## config.mk

```make
export PLATFORM = sky130hd
export DESIGN_NAME = ifetch_queue
export DESIGN_NICKNAME = d
export VERILOG_FILES = /design/src/rtl/ifetch_queue.sv
export SDC_FILE = /design/constraint.sdc
export NUM_CORES = 1
export LEC_CHECK = 0
export ABC_CLOCK_PERIOD_IN_PS = 5100
export CAP_MARGIN = 20
export CORE_UTILIZATION = 59
export DETAILED_ROUTE_END_ITERATION = 7
export PLACE_DENSITY = 0.93
export SLEW_MARGIN = 20
export SYNTH_ARGS = -nofsm -noshare
export SYNTH_HDL_FRONTEND = slang
export SYNTH_SLANG_ARGS = --single-unit
```

## constraint.sdc

```tcl
create_clock -name clk -period 5.1 [get_ports clk]
set_input_delay 1.02 -clock clk [delete_from_list [all_inputs] [get_ports clk]]
set_output_delay 1.02 -clock clk [all_outputs]
set_load 0.01 [all_outputs]
```

## src/rtl/ifetch_queue.sv

```systemverilog
`default_nettype none
// ============================================================================
// Module      : ifetch_queue
// Description : Instruction fetch front end: owns the fetch PC, issues one
//               read per cycle to a synchronous imem and buffers {data, pc}
//               in a small FIFO presented to decode with valid/ready.
// Revision    : 1.0 - initial release
// ============================================================================
module ifetch_queue #(
    parameter int                    DATA_WIDTH = 32,
    parameter int                    DEPTH      = 4,
    parameter logic [DATA_WIDTH-1:0] RESET_PC   = '0
) (
    input  logic                  clk,
    input  logic                  rst_n,
    input  logic                  redirect_valid,
    input  logic [DATA_WIDTH-1:0] redirect_pc,
    output logic                  imem_req,
    output logic [DATA_WIDTH-1:0] imem_addr,
    input  logic [DATA_WIDTH-1:0] imem_rdata,
    output logic                  inst_valid,
    input  logic                  inst_ready,
    output logic [DATA_WIDTH-1:0] inst_data,
    output logic [DATA_WIDTH-1:0] inst_pc
);

    localparam int                    c_PTR_W   = $clog2(DEPTH);
    localparam logic [c_PTR_W+1:0]    c_DEPTH_W = (c_PTR_W + 2)'(DEPTH);
    localparam logic [DATA_WIDTH-1:0] c_STEP    = DATA_WIDTH'(4);

    logic [DATA_WIDTH-1:0] r_fetch_pc;
    logic                  r_pending;
    logic [DATA_WIDTH-1:0] r_pending_pc;
    logic [DATA_WIDTH-1:0] r_mem_data [DEPTH];
    logic [DATA_WIDTH-1:0] r_mem_pc   [DEPTH];
    logic [c_PTR_W-1:0]    r_rd_ptr;
    logic [c_PTR_W-1:0]    r_wr_ptr;
    logic [c_PTR_W:0]      r_count;

    logic [c_PTR_W+1:0]    w_inflight;
    logic                  w_issue;
    logic                  w_push;
    logic                  w_valid;
    logic                  w_pop;
    logic                  w_unused_bits;

    // Credit counts the in-flight word too, so a push can never overflow;
    // a same-cycle pop is deliberately not counted as a free slot.
    assign w_inflight    = {1'b0, r_count} + {{(c_PTR_W + 1){1'b0}}, r_pending};
    assign w_issue       = rst_n && !redirect_valid && (w_inflight < c_DEPTH_W);
    assign w_push        = r_pending && !redirect_valid;
    assign w_valid       = rst_n && (r_count != '0);
    assign w_pop         = w_valid && inst_ready && !redirect_valid;
    assign w_unused_bits = ^redirect_pc[1:0];

    always_ff @(posedge clk) begin
        if (!rst_n) begin
            r_fetch_pc   <= RESET_PC;
            r_pending    <= 1'b0;
            r_pending_pc <= RESET_PC;
            r_rd_ptr     <= '0;
            r_wr_ptr     <= '0;
            r_count      <= '0;
        end else if (redirect_valid) begin
            r_fetch_pc <= {redirect_pc[DATA_WIDTH-1:2], 2'b00};
            r_pending  <= 1'b0;
            r_rd_ptr   <= '0;
            r_wr_ptr   <= '0;
            r_count    <= '0;
        end else begin
            if (w_issue) begin
                r_fetch_pc   <= r_fetch_pc + c_STEP;
                r_pending    <= 1'b1;
                r_pending_pc <= r_fetch_pc;
            end else begin
                r_pending <= 1'b0;
            end
            if (w_push) begin
                r_wr_ptr <= r_wr_ptr + 1'b1;
            end
            if (w_pop) begin
                r_rd_ptr <= r_rd_ptr + 1'b1;
            end
            case ({w_push, w_pop})
                2'b10:   r_count <= r_count + 1'b1;
                2'b01:   r_count <= r_count - 1'b1;
                default: r_count <= r_count;
            endcase
        end
    end

    // Storage carries no reset; entries are only observed while counted valid.
    always_ff @(posedge clk) begin
        if (rst_n && w_push) begin
            r_mem_data[r_wr_ptr] <= imem_rdata;
            r_mem_pc[r_wr_ptr]   <= r_pending_pc;
        end
    end

    assign imem_req   = w_issue;
    assign imem_addr  = r_fetch_pc;
    assign inst_valid = w_valid;
    assign inst_data  = r_mem_data[r_rd_ptr];
    assign inst_pc    = r_mem_pc[r_rd_ptr];

endmodule
`default_nettype wire
```

Word level (Yosys, flattened, before mapping):

Memory sizes are Yosys's and may differ from the RTL's. A register that Yosys moved wholly into a read port is not among the register bits.
Cells that the tools add are included.
W data, S select, Z words.

* order comparisons: 1
* add/subtract/negate cells: 6
* equal/unequal tests: 2
* reduce and logical (&&, ||, !) cells: 13
* bitwise logic cells: 2
* muxes and demuxes: 10

Operators with widths (number)
* $mux W32: 2
* $add A32 B3 Y32 const B: 1
* $mux W2: 4
* $logic_and A1 B1 Y1: 7
* $pmux W3 S2: 1
* $add A2 B1 Y2 const B: 2
* $add A3 B1 Y4: 1
* $lt A4 B3 Y1 const B: 1
* $reduce_bool A2 Y1: 2
* $add A3 B1 Y3 const B: 1
* $mux W1: 3
* $reduce_bool A3 Y1: 1
* $sub A3 B1 Y3 const B: 1
* $eq A2 B1 Y1 const B: 1
* $eq A2 B2 Y1 const B: 1
* $not A1 Y1: 2
* $reduce_and A2 Y1: 1
* $reduce_or A2 Y1: 1
* $logic_not A1 Y1: 1

* word-level logic and storage cells: 43
* memories: 2
* input port bits: 68
* bits in writable memories: 256
* bits in registers: 72
* output and inout port bits: 98

Memories
* r_mem_data: depth 4, width 32, read ports 1, clocked after Yosys merged registers in 1, write ports 1, RTL line 34 `logic [DATA_WIDTH-1:0] r_mem_data [DEPTH];`
* r_mem_pc: depth 4, width 32, read ports 1, clocked after Yosys merged registers in 1, write ports 1, RTL line 35 `logic [DATA_WIDTH-1:0] r_mem_pc [DEPTH];`

Logic depth before layout (Yosys ltp):

Gate-level depths: netlist of the first run.

* word-level depth: 6
* gate-level depth with buffers: 11

Worst setup path after synthesis of the first run:

No wires, ideal clock.

* path kind: in2reg
* start point: input port rst_n
* end point: memory r_mem_data[0][0] (enable)
* stages on the path: 4
* arrival: 3.136 ns
* path buffers: 1
* library setup time: 0.427 ns
* setup slack: 1.538 ns
* data required time: 4.673 ns
* cell sequence: clkbuf_1 > inv_2 > nor2_1 > and3_1

* longest elaborated chain between the ends: 3

RTL lines
* start, declared: RTL line 15 `input logic rst_n,`
* $logic_and A1 B1 Y1: RTL line 94 `if (rst_n && w_push) begin`
* $mux W1: RTL line 94
* $mux W1 (implied by the code): RTL line 95 `r_mem_data[r_wr_ptr] <= imem_rdata;`
* end, declared: RTL line 34

No other way between the ends.

Worst setup path after layout of the first run:

* start point: input port rst_n
* end point: output port imem_req

* longest elaborated chain between the ends: 2

RTL lines
* $logic_and A1 B1 Y1 (2 in a row): RTL line 50 `assign w_issue = rst_n && !redirect_valid && (w_inflight < c_DEPTH_W);`
* end, declared: RTL line 18 `output logic imem_req,`

No other way between the ends.

==> results of run 1 <==
-- layout make-up --
class | instances | area (sq um) | share of cell area
Clock buffer | 44 | 948 | 0.0629
Clock inverter | 12 | 93.8 | 0.00622
Timing Repair Buffer | 168 | 1700 | 0.113
Tap cell | 270 | 338 | 0.0224
Sequential cell | 318 | 8860 | 0.587
Inverter | 12 | 57.6 | 0.00382
Multi-Input combinational cell | 358 | 3090 | 0.205
-- layer usage --
layer	track usage	up-vias	share of wire
li1	-	3166	-
met1	0.329	3521	0.41
met2	0.384	319	0.49
met3	0.0408	48	0.069
met4	0.0674	0	0.022
met5	0	-	0
-- critical path: cells and delay by family --
kind / cells / cell delay, ns
simple gates: 2 / 0.67
buf+inv: 3 / 1.31
-- synthesized netlist by cell type, types with 9 or more instances --
cell,instances
sky130_fd_sc_hd__edfxtp_1,248
sky130_fd_sc_hd__nand2_1,94
sky130_fd_sc_hd__dfxtp_1,70
sky130_fd_sc_hd__mux4_2,62
sky130_fd_sc_hd__a21oi_1,50
sky130_fd_sc_hd__clkbuf_1,25
sky130_fd_sc_hd__nand3_1,17
sky130_fd_sc_hd__nor2_1,16
sky130_fd_sc_hd__inv_1,10
sky130_fd_sc_hd__o211ai_1,10
sky130_fd_sc_hd__and3_1,9
sky130_fd_sc_hd__or3_1,9
-- power groups by stage --
| stage | Clock (mW) | Sequential, mW | Combinational (mW) |
|---|---|---|---|
| final | 2.27 | 2.85 | 0.216 |
| after CTS | 2.30 | 2.85 | 0.217 |
| after detailed placement | 0 | 2.90 | 0.214 |
| after global routing | 2.41 | 2.85 | 0.233 |
| after global placement | 0 | 2.90 | 0.208 |
| after floorplan | 0 | 2.90 | 0.0858 |
-- per-stage QoR --
step / worst slack [ns] / total power [mW]
CTS: 1.07 / 5.36
detailed placement: 1.08 / 3.12
floorplan: 1.54 / 2.99
global route: 1.01 / 5.49
global placement: 1.10 / 3.11
finish: 1.07 / 5.33
-- flip-flops by register name, indices dropped and copies added, names as in the netlist, named ones only --
| name | flops |
|---|---|
| imem_addr | 30 |
| r_mem_pc | 120 |
| r_mem_data | 128 |
| r_wr_ptr | 2 |
| r_pending_pc | 30 |
| r_pending | 1 |
| r_rd_ptr | 2 |
| r_count | 3 |
-- kinds of logic after synthesis --
logic type,share of synthesized area
compound gates,0.0480
flops,0.727
simple gates,0.0684
buf+inv,0.0216
mux,0.119
other cells,0.000308
xor+xnor,0.00720
fa+ha+maj,0.00782
-- final timing paths --
kind                     from              end  slack, ns  cells after the start
max                     rst_n         imem_req       1.07                      5
min          r_pending_pc[28]  r_mem_pc[2][28]       0.51                      0
max reg2reg        r_count[0]       r_count[2]       2.63                      8
min reg2reg  r_pending_pc[28]  r_mem_pc[2][28]       0.51                      0
==> impl_table.tex, run 1 <==
\begin{tabular}{lr}
\hline
Metric & Value \\
\hline
\multicolumn{2}{l}{\textbf{Worst setup path}} \\
Top fanout value on the critical path & 46 \\
Nature of the critical path endpoint & primary output \\
Critical path cell sequence & clkdlybuf4s50\_1 > nand2b\_4 > or3\_2 > clkinv\_8 > clkdlybuf4s50\_1 \\
Startpoint type of the worst setup path & input pin \\
Worst Path Class, Setup & in -> out \\
Stage delay of the slowest cell on the critical path & 0.57 ns \\
Data required, critical path & 4.08 ns \\
Crit-path slowest cell & sky130\_fd\_sc\_hd\_\_clkdlybuf4s50\_1 \\
Cell repeated most along the worst path & sky130\_fd\_sc\_hd\_\_clkdlybuf4s50\_1 \\
Arrival @ worst endpoint & 3.01 ns \\
\multicolumn{2}{l}{\textbf{Die}} \\
Die Span X & 146 um \\
Top Ports & 166 \\
Die boundary height & 146 um \\
Area of the core region & 0.0202 sq mm \\
Area of the die & 0.0212 sq mm \\
Starting density of the core & 0.601 \\
Number of rows in the core area & 52 \\
\multicolumn{2}{l}{\textbf{Outcome}} \\
Result of the run & completed \\
\multicolumn{2}{l}{\textbf{Clock network}} \\
Clock slew seen by the registers of the worst setup and hold paths & 0.06 ns \\
Hold-fix buffer count after cts & 0 \\
Number of buffers inserted during clock tree synthesis & 30 \\
Root buffer selected by CTS & sky130\_fd\_sc\_hd\_\_clkbuf\_16 \\
Max Buffers Root-to-Sink & 3 \\
TritonCTS clock tree & built \\
Post-CTS Setup Bufs & 0 \\
Depth of the CTS H-tree & 1 \\
CTS sink cnt & 318 \\
Clock insertion delay at the later pin of the skew report & 0.54 ns \\
Number of gates resized after CTS & 0 \\
\multicolumn{2}{l}{\textbf{Logic synthesis}} \\
Library cells used by synthesis & 50 \\
Cell taking the most area after synthesis & sky130\_fd\_sc\_hd\_\_edfxtp\_1 \\
Fraction of the yosys area taken by sequential cells & 0.727 \\
Number of warnings issued by yosys & 0 \\
Main synth FF type & sky130\_fd\_sc\_hd\_\_edfxtp\_1 \\
Synthesized instance count & 728 \\
Yosys top cell area share & 0.612 \\
Leading cell types by total area after synthesis & sky130\_fd\_sc\_hd\_\_edfxtp\_1, sky130\_fd\_sc\_hd\_\_dfxtp\_1, sky130\_fd\_sc\_hd\_\_mux4\_2 \\
Area of the mapped netlist & 0.0122 sq mm \\
Count of flip-flops with a built-in enable after synthesis & 248 \\
Share of flip-flops with an asynchronous set or reset after synthesis & 0 \\
Mean post-synth cell area & 16.7 sq um \\
Flop and latch count out of synthesis & 318 \\
\multicolumn{2}{l}{\textbf{Route}} \\
Initial DRT Pass Iterations & 5 \\
Total wire length & 24.4 mm \\
Count of routing violations after the opening detailed-route iteration & 591 \\
Number of vias after detailed routing & 7054 \\
DR DRC count & 0 \\
Number of antenna-violating nets in the routed design & 0 \\
Vias per cell & 5.97 \\
Routed wire length per instance & 20.7 um \\
\multicolumn{2}{l}{\textbf{Worst hold path}} \\
Path category of the worst min-delay check & reg -> reg \\
\multicolumn{2}{l}{\textbf{Finish}} \\
Number of nets in the final layout & 963 \\
Commonest cells after routing, fill and taps aside & sky130\_fd\_sc\_hd\_\_edfxtp\_1, sky130\_fd\_sc\_hd\_\_clkdlybuf4s50\_1, sky130\_fd\_sc\_hd\_\_nand2\_1 \\
Filler Cell Count & 1184 \\
Post-route cell area & 0.0151 sq mm \\
Antenna diode instance count & 0 \\
Fin util & 0.745 \\
Final Non-Filler Cells & 1182 \\
Growth of design area from synthesis to finish & 23.9\% \\
Most common library cell in the layout ignoring fill and taps & sky130\_fd\_sc\_hd\_\_edfxtp\_1 \\
Layout cell share with drive strength beyond 1 & 0.151 \\
\multicolumn{2}{l}{\textbf{Power and ir drop}} \\
Cell-internal power & 4.27 mW \\
Combinational share of power & 0.041 \\
Peak VDD IR & 0.253 mV \\
PwrDens & 354 mW/mm\^{}2 \\
Power dissipated by switching net loads & 1.07 mW \\
Part of the power in the clock network & 0.425 \\
Switching portion of total power & 0.200 \\
Sequential share of power & 0.534 \\
Leakage power summed over all cells & 4.99 nW \\
\multicolumn{2}{l}{\textbf{Timing}} \\
Final hold violation count & 0 \\
Period Utilization, post-route & 0.789 \\
Setup skew after layout & 0.00836 ns \\
Final total negative setup slack & 0 ns \\
Worst slew pin tran & 0.977 ns \\
Total setup violations reported at the end of the flow & 0 \\
Max Clock Freq & 248 MHz \\
Worst-case headroom to the max-slew limit & 0.349 \\
Final critical delay including setup and external delays & 4.03 ns \\
Setup repair after global routing missed its margin & no \\
Pins over their slew limit & 0 \\
Post-route worst hold slack & 0.506 ns \\
\multicolumn{2}{l}{\textbf{Placed design}} \\
Post-placement cell area & 0.0140 sq mm \\
Cell count after placement & 1126 \\
Final HPWL from detailed placement & 14.7 mm \\
\# port buffers & 159 \\
Routability-driven placement congestion ratio & 0.852 \\
\multicolumn{2}{l}{\textbf{Global routing}} \\
Maximum number of pins on one net before global-route repair & 63 \\
Initial antenna violation count & 0 \\
GRT Overall Usage & 0.235 \\
Residual overflow from global routing & 0 \\
First-pass GRT wire length & 38.6 mm \\
Number of global-route vias before repair & 7057 \\
\multicolumn{2}{l}{\textbf{Job}} \\
Maxcap violations & 0 \\
\hline
\end{tabular}
Power figures use the tool's default switching activity.
==> run 2, diff against run 1 <==
Settings changed: ABC_CLOCK_PERIOD_IN_PS 5100 to 3650, CORE_UTILIZATION 59 to 49, PLACE_DENSITY 0.93 to 0.83.
Clock period 5.1 ns to 3.65 ns, I/O delays scaled along.
==> run 2 against run 1 <==
  * Clock-buffer cell count is 4 higher
  * First-iteration DRC count is 6.9% lower
  * Core utilization is 12 points lower
  * Hold slack worse by 0.0086 ns
  * Sequential share of layout area is 0.92 points lower
  * Largest cell class unchanged
  * Critical endpoint unchanged
  * Clock skew is 0.0059 ns higher
  * Design area is 1.6% higher
==> impl_table.tex, run 2 (synthesis gave the netlist of run 1 again) <==
\begin{tabular}{lr}
\hline
Metric & Value \\
\hline
\multicolumn{2}{l}{\textbf{Power and ir drop}} \\
Switching portion of total power & 0.201 \\
Leakage power summed over all cells & 5.05 nW \\
Part of the power in the clock network & 0.426 \\
Power dissipated by switching net loads & 1.51 mW \\
Combinational share of power & 0.041 \\
Cell-internal power & 5.97 mW \\
Final total power & 7.48 mW \\
Peak VDD IR & 0.271 mV \\
PwrDens & 488 mW/mm\^{}2 \\
Sequential share of power & 0.533 \\
\multicolumn{2}{l}{\textbf{Clock network}} \\
Depth of the CTS H-tree & 2 \\
TritonCTS clock tree & built \\
Root buffer selected by CTS & sky130\_fd\_sc\_hd\_\_clkbuf\_16 \\
Post-CTS Setup Bufs & 0 \\
Max Buffers Root-to-Sink & 3 \\
Number of buffers inserted during clock tree synthesis & 34 \\
Number of gates resized after CTS & 0 \\
Hold-fix buffer count after cts & 0 \\
Clock slew seen by the registers of the worst setup and hold paths & 0.06 ns \\
CTS sink cnt & 318 \\
Clock insertion delay at the later pin of the skew report & 0.49 ns \\
\multicolumn{2}{l}{\textbf{Finish}} \\
Biggest registers after layout & r\_mem\_data x128, r\_mem\_pc x120 \\
Filler Cell Count & 1710 \\
Number of flip-flops under the largest register name & 128 \\
Layout cell share with drive strength beyond 1 & 0.153 \\
Growth of design area from synthesis to finish & 25.9\% \\
Number of nets in the final layout & 977 \\
Multi-input combinational cell area & 0.00309 sq mm \\
Antenna diode instance count & 0 \\
Most common library cell in the layout ignoring fill and taps & sky130\_fd\_sc\_hd\_\_edfxtp\_1 \\
Flip-flop and latch area & 0.00886 sq mm \\
Register ranked first by flip-flop count & r\_mem\_data \\
Commonest cells after routing, fill and taps aside & sky130\_fd\_sc\_hd\_\_edfxtp\_1, sky130\_fd\_sc\_hd\_\_clkdlybuf4s50\_1, sky130\_fd\_sc\_hd\_\_nand2\_1 \\
\multicolumn{2}{l}{\textbf{Global routing}} \\
GRT Overall Usage & 0.207 \\
Number of global-route vias before repair & 7190 \\
Initial antenna violation count & 0 \\
First-pass GRT wire length & 40.5 mm \\
Maximum number of pins on one net before global-route repair & 63 \\
Residual overflow from global routing & 0 \\
\multicolumn{2}{l}{\textbf{Die}} \\
Top Ports & 166 \\
Area of the core region & 0.0243 sq mm \\
Die Span X & 160 um \\
Area of the die & 0.0255 sq mm \\
Die boundary height & 160 um \\
Starting density of the core & 0.500 \\
Number of rows in the core area & 57 \\
\multicolumn{2}{l}{\textbf{Placed design}} \\
Final HPWL from detailed placement & 15.7 mm \\
Worst slack, placed & 0.317 ns \\
Routability-driven placement congestion ratio & 0.853 \\
\# port buffers & 159 \\
\multicolumn{2}{l}{\textbf{Timing}} \\
Final total negative setup slack & 0 ns \\
Smallest setup slack after layout & 0.315 ns \\
Worst-case headroom to the max-slew limit & 0.496 \\
Final critical delay including setup and external delays & 3.33 ns \\
Final hold violation count & 0 \\
Max Clock Freq & 300 MHz \\
Period Utilization, post-route & 0.914 \\
Worst slew pin tran & 0.755 ns \\
Pins over their slew limit & 0 \\
Total setup violations reported at the end of the flow & 0 \\
Setup skew after layout & 0.0143 ns \\
Setup repair after global routing missed its margin & no \\
\multicolumn{2}{l}{\textbf{Route}} \\
Routed wire length per instance & 20.7 um \\
Total wire length & 25.8 mm \\
Initial DRT Pass Iterations & 5 \\
Number of vias after detailed routing & 7137 \\
Count of routing violations after the opening detailed-route iteration & 550 \\
DR DRC count & 0 \\
Number of antenna-violating nets in the routed design & 0 \\
Vias per cell & 5.71 \\
\multicolumn{2}{l}{\textbf{Worst setup path}} \\
Data required, critical path & 2.92 ns \\
Worst Path Class, Setup & in -> out \\
Startpoint type of the worst setup path & input pin \\
Arrival @ worst endpoint & 2.60 ns \\
Nature of the critical path endpoint & primary output \\
Top fanout value on the critical path & 18 \\
\multicolumn{2}{l}{\textbf{Worst hold path}} \\
Path category of the worst min-delay check & reg -> reg \\
\multicolumn{2}{l}{\textbf{Job}} \\
Maxcap violations & 0 \\
\multicolumn{2}{l}{\textbf{Outcome}} \\
Result of the run & completed \\
\hline
\end{tabular}
## run 2: worst max-delay path, cell delays in order
cell,delay (ns)
sky130_fd_sc_hd__clkdlybuf4s50_1,0.53
sky130_fd_sc_hd__nand2b_4,0.11
sky130_fd_sc_hd__or3_2,0.55
sky130_fd_sc_hd__clkinv_8,0.13
sky130_fd_sc_hd__clkdlybuf4s50_1,0.55
## run 2: per-layer routing
layer	GRT usage	vias to the layer above	share of wire
li1	-	3184	-
met1	0.283	3560	0.41
met2	0.337	348	0.48
met3	0.0417	45	0.079
met4	0.0647	0	0.024
met5	0	-	0
## run 2: metrics by stage
stage,hold WS [ns],cell area [sq um],instances,util
after CTS,0.504,15300,1250,0.630
after global placement,0.473,14300,1190,0.587
after floorplan,0.460,12200,731,-
after global routing,0.522,15300,1250,0.630
after detailed placement,0.487,14300,1190,0.587
final,0.497,15300,1250,0.630
## run 2: final timing paths
check | startpoint | endpoint | slack (ns) | cells after the start
max | rst_n | imem_req | 0.32 | 5
min | r_pending_pc[28] | r_mem_pc[1][28] | 0.50 | 0
max reg2reg | r_pending | imem_addr[17] | 1.16 | 7
min reg2reg | r_pending_pc[28] | r_mem_pc[1][28] | 0.50 | 0
## run 2: final cells by class
type,instances,share of cell area
inverters,12,0.00376
clock inverters,12,0.00613
clock buffers,48,0.0617
repair buffers,178,0.122
well taps,324,0.0265
multi-input cells,358,0.202
flip-flops and latches,318,0.578
## run 2: power by group through the flow
| stage | Clock, mW | Sequential, mW | Combinational, mW |
|---|---|---|---|
| 3_3_place_gp | 0 | 4.05 | 0.301 |
| 6_report | 3.19 | 3.99 | 0.310 |
| 2_1_floorplan | 0 | 4.05 | 0.120 |
| 3_5_place_dp | 0 | 4.06 | 0.307 |
| 5_1_grt | 3.39 | 3.99 | 0.333 |
| 4_1_cts | 3.25 | 3.98 | 0.311 |
